--- config.mk ---
export PLATFORM = sky130hd
export DESIGN_NAME = exe_stage_mc
export DESIGN_NICKNAME = d
export VERILOG_FILES = /design/src/rtl/mips_pkg.sv /design/src/rtl/seq_mul32.sv /design/src/rtl/exe_stage_mc.sv
export SDC_FILE = /design/constraint.sdc
export NUM_CORES = 1
export LEC_CHECK = 0
export ABC_AREA = 1
export CORE_MARGIN = 3
export CORE_UTILIZATION = 58
export CTS_BUF_LIST = sky130_fd_sc_hd__clkbuf_4 sky130_fd_sc_hd__clkbuf_8 sky130_fd_sc_hd__clkbuf_16
export CTS_CLUSTER_DIAMETER = 40
export CTS_CLUSTER_SIZE = 16
export DETAILED_ROUTE_END_ITERATION = 7
export PLACE_DENSITY = 0.92
export SLEW_MARGIN = 20
export SYNTH_ARGS = -nofsm -noshare
export SYNTH_HDL_FRONTEND = slang
export SYNTH_SLANG_ARGS = --single-unit
--- constraint.sdc ---
create_clock -name clk -period 4.69 [get_ports clk]
set_clock_uncertainty 0.15 [all_clocks]
set_input_delay 0.7035 -clock clk [delete_from_list [all_inputs] [get_ports clk]]
set_output_delay 0.7035 -clock clk [all_outputs]
set_load 0.005 [all_outputs]
--- src/rtl/mips_pkg.sv ---
// Shared MIPS pipeline definitions: EXE command encodings, multiplier
// iteration count and the EX/MEM payload layout.
package mips_pkg;

  localparam int unsigned DATA_W    = 32;
  localparam int unsigned REG_W     = 5;
  localparam int unsigned CMD_W     = 4;
  localparam int unsigned MUL_ITERS = 32;
  localparam int unsigned MUL_CNT_W = $clog2(MUL_ITERS);

  typedef enum logic [CMD_W-1:0] {
    EXE_ADD = 4'b0000,
    EXE_SUB = 4'b0010,
    EXE_AND = 4'b0100,
    EXE_OR  = 4'b0101,
    EXE_NOR = 4'b0110,
    EXE_XOR = 4'b0111,
    EXE_SLL = 4'b1000,
    EXE_SRA = 4'b1001,
    EXE_SRL = 4'b1010,
    EXE_MUL = 4'b1100
  } exe_cmd_e;

  typedef enum logic [1:0] {
    MUL_IDLE = 2'd0,
    MUL_BUSY = 2'd1,
    MUL_DONE = 2'd2
  } mul_state_e;

  // Fields carried alongside the result into the MEM stage
  typedef struct packed {
    logic [DATA_W-1:0] st_val;
    logic [REG_W-1:0]  dest;
    logic              mem_r_en;
    logic              mem_w_en;
    logic              wb_en;
  } exe_ctrl_t;

  typedef struct packed {
    logic [DATA_W-1:0] alu_result;
    exe_ctrl_t         ctrl;
  } exe_out_t;

endpackage

--- src/rtl/seq_mul32.sv ---
// Radix-2 shift-add multiplier, one iteration per cycle, low 32 bits.
// Ports: clk, rst (sync, active-high), start (accept operands in IDLE),
//        a/b operands, busy (iterating), done (product valid this cycle),
//        product (accumulator, final value while done).
import mips_pkg::*;

module seq_mul32 (
  input  logic              clk,
  input  logic              rst,
  input  logic              start,
  input  logic [DATA_W-1:0] a,
  input  logic [DATA_W-1:0] b,
  output logic              busy,
  output logic              done,
  output logic [DATA_W-1:0] product
);

  mul_state_e             state, state_nxt;
  logic [DATA_W-1:0]      mcand, mcand_nxt;
  logic [DATA_W-1:0]      mplr, mplr_nxt;
  logic [DATA_W-1:0]      acc, acc_nxt;
  logic [MUL_CNT_W-1:0]   cnt, cnt_nxt;

  // State and datapath registers
  always_ff @(posedge clk) begin
    if (rst) begin
      state <= MUL_IDLE;
      mcand <= '0;
      mplr  <= '0;
      acc   <= '0;
      cnt   <= '0;
    end else begin
      state <= state_nxt;
      mcand <= mcand_nxt;
      mplr  <= mplr_nxt;
      acc   <= acc_nxt;
      cnt   <= cnt_nxt;
    end
  end

  // Next-state and iteration logic
  always_comb begin
    state_nxt = state;
    mcand_nxt = mcand;
    mplr_nxt  = mplr;
    acc_nxt   = acc;
    cnt_nxt   = cnt;
    unique case (state)
      MUL_IDLE: begin
        if (start) begin
          mcand_nxt = a;
          mplr_nxt  = b;
          acc_nxt   = '0;
          cnt_nxt   = '0;
          state_nxt = MUL_BUSY;
        end
      end
      MUL_BUSY: begin
        if (mplr[0]) acc_nxt = acc + mcand;
        mcand_nxt = mcand << 1;
        mplr_nxt  = mplr >> 1;
        cnt_nxt   = cnt + MUL_CNT_W'(1);
        if (cnt == MUL_CNT_W'(MUL_ITERS - 1)) state_nxt = MUL_DONE;
      end
      MUL_DONE: state_nxt = MUL_IDLE;
      default:  state_nxt = MUL_IDLE;
    endcase
  end

  assign busy    = (state == MUL_BUSY);
  assign done    = (state == MUL_DONE);
  assign product = acc;

endmodule

--- src/rtl/exe_stage_mc.sv ---
// MIPS execute stage: single-cycle ALU plus multi-cycle MUL via seq_mul32,
// with the EX/MEM output register.
// Inputs : clk, rst (sync, active-high), flush, ID/EX fields (Dest_in,
//          Reg2_in, Val1_in, Val2_in, PC_in, Br_taken_in, EXE_CMD_in,
//          MEM_R_EN_in, MEM_W_EN_in, WB_EN_in).
// Outputs: stall, Br_addr, Br_taken (combinational); ALU_result, ST_val,
//          Dest, MEM_R_EN, MEM_W_EN, WB_EN (registered).
import mips_pkg::*;

module exe_stage_mc (
  input  logic              clk,
  input  logic              rst,
  input  logic              flush,
  input  logic [REG_W-1:0]  Dest_in,
  input  logic [DATA_W-1:0] Reg2_in,
  input  logic [DATA_W-1:0] Val1_in,
  input  logic [DATA_W-1:0] Val2_in,
  input  logic [DATA_W-1:0] PC_in,
  input  logic              Br_taken_in,
  input  logic [CMD_W-1:0]  EXE_CMD_in,
  input  logic              MEM_R_EN_in,
  input  logic              MEM_W_EN_in,
  input  logic              WB_EN_in,
  output logic              stall,
  output logic [DATA_W-1:0] Br_addr,
  output logic              Br_taken,
  output logic [DATA_W-1:0] ALU_result,
  output logic [DATA_W-1:0] ST_val,
  output logic [REG_W-1:0]  Dest,
  output logic              MEM_R_EN,
  output logic              MEM_W_EN,
  output logic              WB_EN
);

  logic              mul_start, mul_busy, mul_done, mul_idle;
  logic [DATA_W-1:0] mul_product;
  logic [DATA_W-1:0] alu_c;
  logic [4:0]        shamt;
  exe_ctrl_t         ctrl_in, hold_q;
  exe_out_t          out_d, out_q;

  seq_mul32 u_mul (
    .clk     (clk),
    .rst     (rst),
    .start   (mul_start),
    .a       (Val1_in),
    .b       (Val2_in),
    .busy    (mul_busy),
    .done    (mul_done),
    .product (mul_product)
  );

  assign mul_idle  = ~mul_busy & ~mul_done;
  assign mul_start = mul_idle & (EXE_CMD_in == EXE_MUL) & ~flush;
  assign stall     = mul_start | mul_busy;

  assign Br_addr  = PC_in + {Val2_in[DATA_W-3:0], 2'b00};
  assign Br_taken = Br_taken_in & ~stall & ~flush;

  // Single-cycle ALU; MUL and unknown codes give 0 here
  always_comb begin
    alu_c = '0;
    shamt = Val2_in[4:0];
    case (EXE_CMD_in)
      EXE_ADD: alu_c = Val1_in + Val2_in;
      EXE_SUB: alu_c = Val1_in - Val2_in;
      EXE_AND: alu_c = Val1_in & Val2_in;
      EXE_OR:  alu_c = Val1_in | Val2_in;
      EXE_NOR: alu_c = ~(Val1_in | Val2_in);
      EXE_XOR: alu_c = Val1_in ^ Val2_in;
      EXE_SLL: alu_c = Val1_in << shamt;
      EXE_SRA: alu_c = $unsigned($signed(Val1_in) >>> shamt);
      EXE_SRL: alu_c = Val1_in >> shamt;
      default: alu_c = '0;
    endcase
  end

  // Output register input: product in DONE, bubble while stalling/flushed
  always_comb begin
    ctrl_in = '{st_val: Reg2_in, dest: Dest_in, mem_r_en: MEM_R_EN_in,
                mem_w_en: MEM_W_EN_in, wb_en: WB_EN_in};
    out_d   = '0;
    if (mul_done) begin
      if (!flush) out_d = '{alu_result: mul_product, ctrl: hold_q};
    end else if (!flush && !stall) begin
      out_d = '{alu_result: alu_c, ctrl: ctrl_in};
    end
  end

  // Passthrough fields of a MUL are latched at accept
  always_ff @(posedge clk) begin
    if (rst) begin
      hold_q <= '0;
      out_q  <= '0;
    end else begin
      if (mul_start) hold_q <= ctrl_in;
      out_q <= out_d;
    end
  end

  assign ALU_result = out_q.alu_result;
  assign ST_val     = out_q.ctrl.st_val;
  assign Dest       = out_q.ctrl.dest;
  assign MEM_R_EN   = out_q.ctrl.mem_r_en;
  assign MEM_W_EN   = out_q.ctrl.mem_w_en;
  assign WB_EN      = out_q.ctrl.wb_en;

endmodule

==> run metrics <==
Setup TNS 0 ns; Req. time, crit path 3.84 ns; die footprint 37,800 µm²; number of cells on the worst reg-to-reg path 7; Routed WL per cell roughly 21 µm; CP delay by family, top buffers and inverters; ys flop type dfxtp_1; RSZ-0062 raised after global routing no; crit-path cells clkdlybuf4s50_1 -> ha_1 -> nand2_1 -> nor4_1 -> a21oi_1 -> o21ai_0 -> xor2_1 -> clkdlybuf4s50_1; CP Depth 8; Post-CTS Hold Buffers 0; Synth top area share 0.209; Num CTS Buffers 31; post-CTS setup buffer count 0; register area share after synthesis 0.209; GR Util All Layers 0.435; Pre-antenna DRT Iters 7; vias in the first global route about 24,000; hold_ws ~0.3 ns; Synth area leader dfxtp_1; layout cells sized above 1 0.0553; Ys Warns 0; quantity of gates resized following cts 0; Via Count ~26,000; crit path launch type input pin; final setup violation count 0; Crit path top cell by count clkdlybuf4s50_1; status finished clean; syn avg cell area 5.96 µm²; clk_lat worst skew 0.60 ns; CTS clk-pin slew, worst paths around 0.070 ns; final worst setup slack 0.163 ns; Synth Area in XOR/XNOR 0.0264; Via-to-Cell Ratio roughly 6.2; IR drop worst, VDD 0.453 mV; Root Buffer clkbuf_16; Hold Crit Depth 2; first-pass GRT wire length 132 mm; Hold Vio Cnt, Final 0; slowest stage cell on the critical path clkdlybuf4s50_1; number of library cell types mapped by synthesis between 60 and 70; Starting Density 0.592; Crit Path Max Fanout 6; TritonCTS clock tree done; HP Class flip-flop to flip-flop; Leak Pwr 11.5 nW; top post-synthesis cells by area dfxtp_1 (21%), nand2_1 (20%), nand3_1 (11%), ha_1 (9.8%), a21oi_1 (6.7%); Non-Filler Instances 4,129; total grt overflow 0; CTS H-tree lvls 1; Net count, final between 3,000 and 4,000; Area after DPL between 20,000 and 25,000 µm²; IO Pins 250; pre-CTS setup slack approximately 0.21 ns; EDFF count, synth 0; core box area 34,800 µm²; Cells after Synth roughly 3,500; PortBufs 245; CP Capture Type output pin; initial antenna violation count 4; Synth Area in Simple Gates 0.385; Layout area overhead 19.2%; post-layout instance area between 20,000 and 25,000 µm²; Post-Syn Area about 21,000 µm²; Final GP Congestion 1.12; Crit path largest cell delay roughly 0.57 ns; Placed Cells between 4,000 and 5,000; Slew HR 0.342; post-synthesis net count 3,764; Async SR Flop Fraction 0; slew at the pin closest to its max-slew limit between 0.9 and 1 ns; Critical Path AT ~3.7 ns; count of pins over their slew limit 0; chip width 194 µm; adder-cell share of the synthesized area 0.101; DR iter-0 viols 3,340; minimum clock period 4.53 ns; portion of netlist area occupied by mux cells 0.000486; CTS Buffer Depth 3; complex-gate fraction of the synthesized area 0.172; largest net degree at the start of global routing ~130; Max Cap Viol 0; Crit Path Category input pin to output pin; FP Rows 68; post-route ant nets 0; main combinational cell family by area after synthesis simple AND/OR/NAND/NOR gates; post-detail-place hpwl 64.1 mm; Buf/Inv on CP 2; final period utilization 0.965; DRT Wirelength between 80 and 90 mm; DR DRC count 0; Fmax achieved between 0.2 and 0.25 GHz; Num Clock Sinks between 200 and 250; Seq cells post-synth 215; Die Ht around 200 µm; most common cell in the synthesized netlist nand2_1; synth cell count leaders nand2_1 (1,071), nand3_1 (458), inv_1 (340); pwr dens approximately 340 nW/µm²; # fillers slightly above 3,000
==> cell families (layout without fill, tap and decap cells) <==
kind of cell               Yosys count  in the layout
AOI/OAI and AO/OA                  643            643
muxes                                1              1
xor gates and xnor gates            62             62
adders and majority gates          165            165
DFF                                215            215
other                                0              2
and+or+nand+nor                   1851           1851
buffers and inverters              518            735
==> power by group <==
group,internal (mW),switching (mW)
Combinational,1.14,2.21
Sequential,2.09,0.183
Clock,1.62,1.00
Total,4.84,3.39
==> placed cells by master, fill, tap and decap left out, drive strengths merged, types with 70 or more instances in the layout <==
cell type,count
a21oi,278
a31oi,70
buf,78
clkdlybuf4s50,241
dfxtp,215
ha,162
inv,366
nand2,1083
nand3,462
nor2,195
o21ai,223
==> worst paths after layout <==
kind	startpoint	end	slack, ns
worst min-delay path	hold_q[11]$_SDFFE_PP0P_	hold_q[11]$_SDFFE_PP0P_	0.30
worst max-delay path	Val2_in[11]	Br_addr[30]	0.16
worst min register to register	hold_q[11]$_SDFFE_PP0P_	hold_q[11]$_SDFFE_PP0P_	0.30
worst max register to register	u_mul.state[1]$_SDFFE_PP0P_	u_mul.product[22]$_SDFFE_PP0P_	1.52
==> worst reg2reg max path, stage by stage (launching register included) <==
cell and delay, ns:
dfxtp_1 0.32, inv_1 0.11, ha_2 0.20, buf_4 0.68, nand3_2 0.57, inv_1 0.70
nand3_1 0.20, a21oi_1 0.17
==> final cells by class <==
class / count / area, µm² / area share
Multi-Input combinational cell: 2722 / 14100 / 0.576
Tap cell: 455 / 569 / 0.0232
Clock inverter: 22 / 347 / 0.0141
Clock buffer: 34 / 817 / 0.0333
Inverter: 360 / 1360 / 0.0556
Timing Repair Buffer: 319 / 3020 / 0.123
Antenna cell: 2 / 5.00 / 0.000204
Sequential cell: 215 / 4300 / 0.175
==> state kept, by name, indices dropped and copies added, names as in the netlist <==
register and count:
WB_EN 1, ALU_result 32, MEM_R_EN 1, u_mul.mplr 32, u_mul.state 2, MEM_W_EN 1
hold_q 40, Dest 5, u_mul.cnt 5, u_mul.product 32, ST_val 32, u_mul.mcand 32
==> per-stage QoR <==
stage               power (mW)   util
finish                    8.24  0.706
global route              8.60  0.705
CTS                       8.11  0.705
detailed placement        5.46  0.672
global placement          5.42  0.672
floorplan                 4.35      -
==> metal layers <==
| layer | track usage | vias to the layer above | part of all wire |
|---|---|---|---|
| met1 | 0.531 | 11600 | 0.36 |
| met4 | 0.254 | 6 | 0.074 |
| met3 | 0.115 | 448 | 0.13 |
| met5 | 0 | - | 0.00045 |
| li1 | - | 11900 | - |
| met2 | 0.691 | 1763 | 0.43 |
Note: power is estimated with default switching activity, not from simulation.
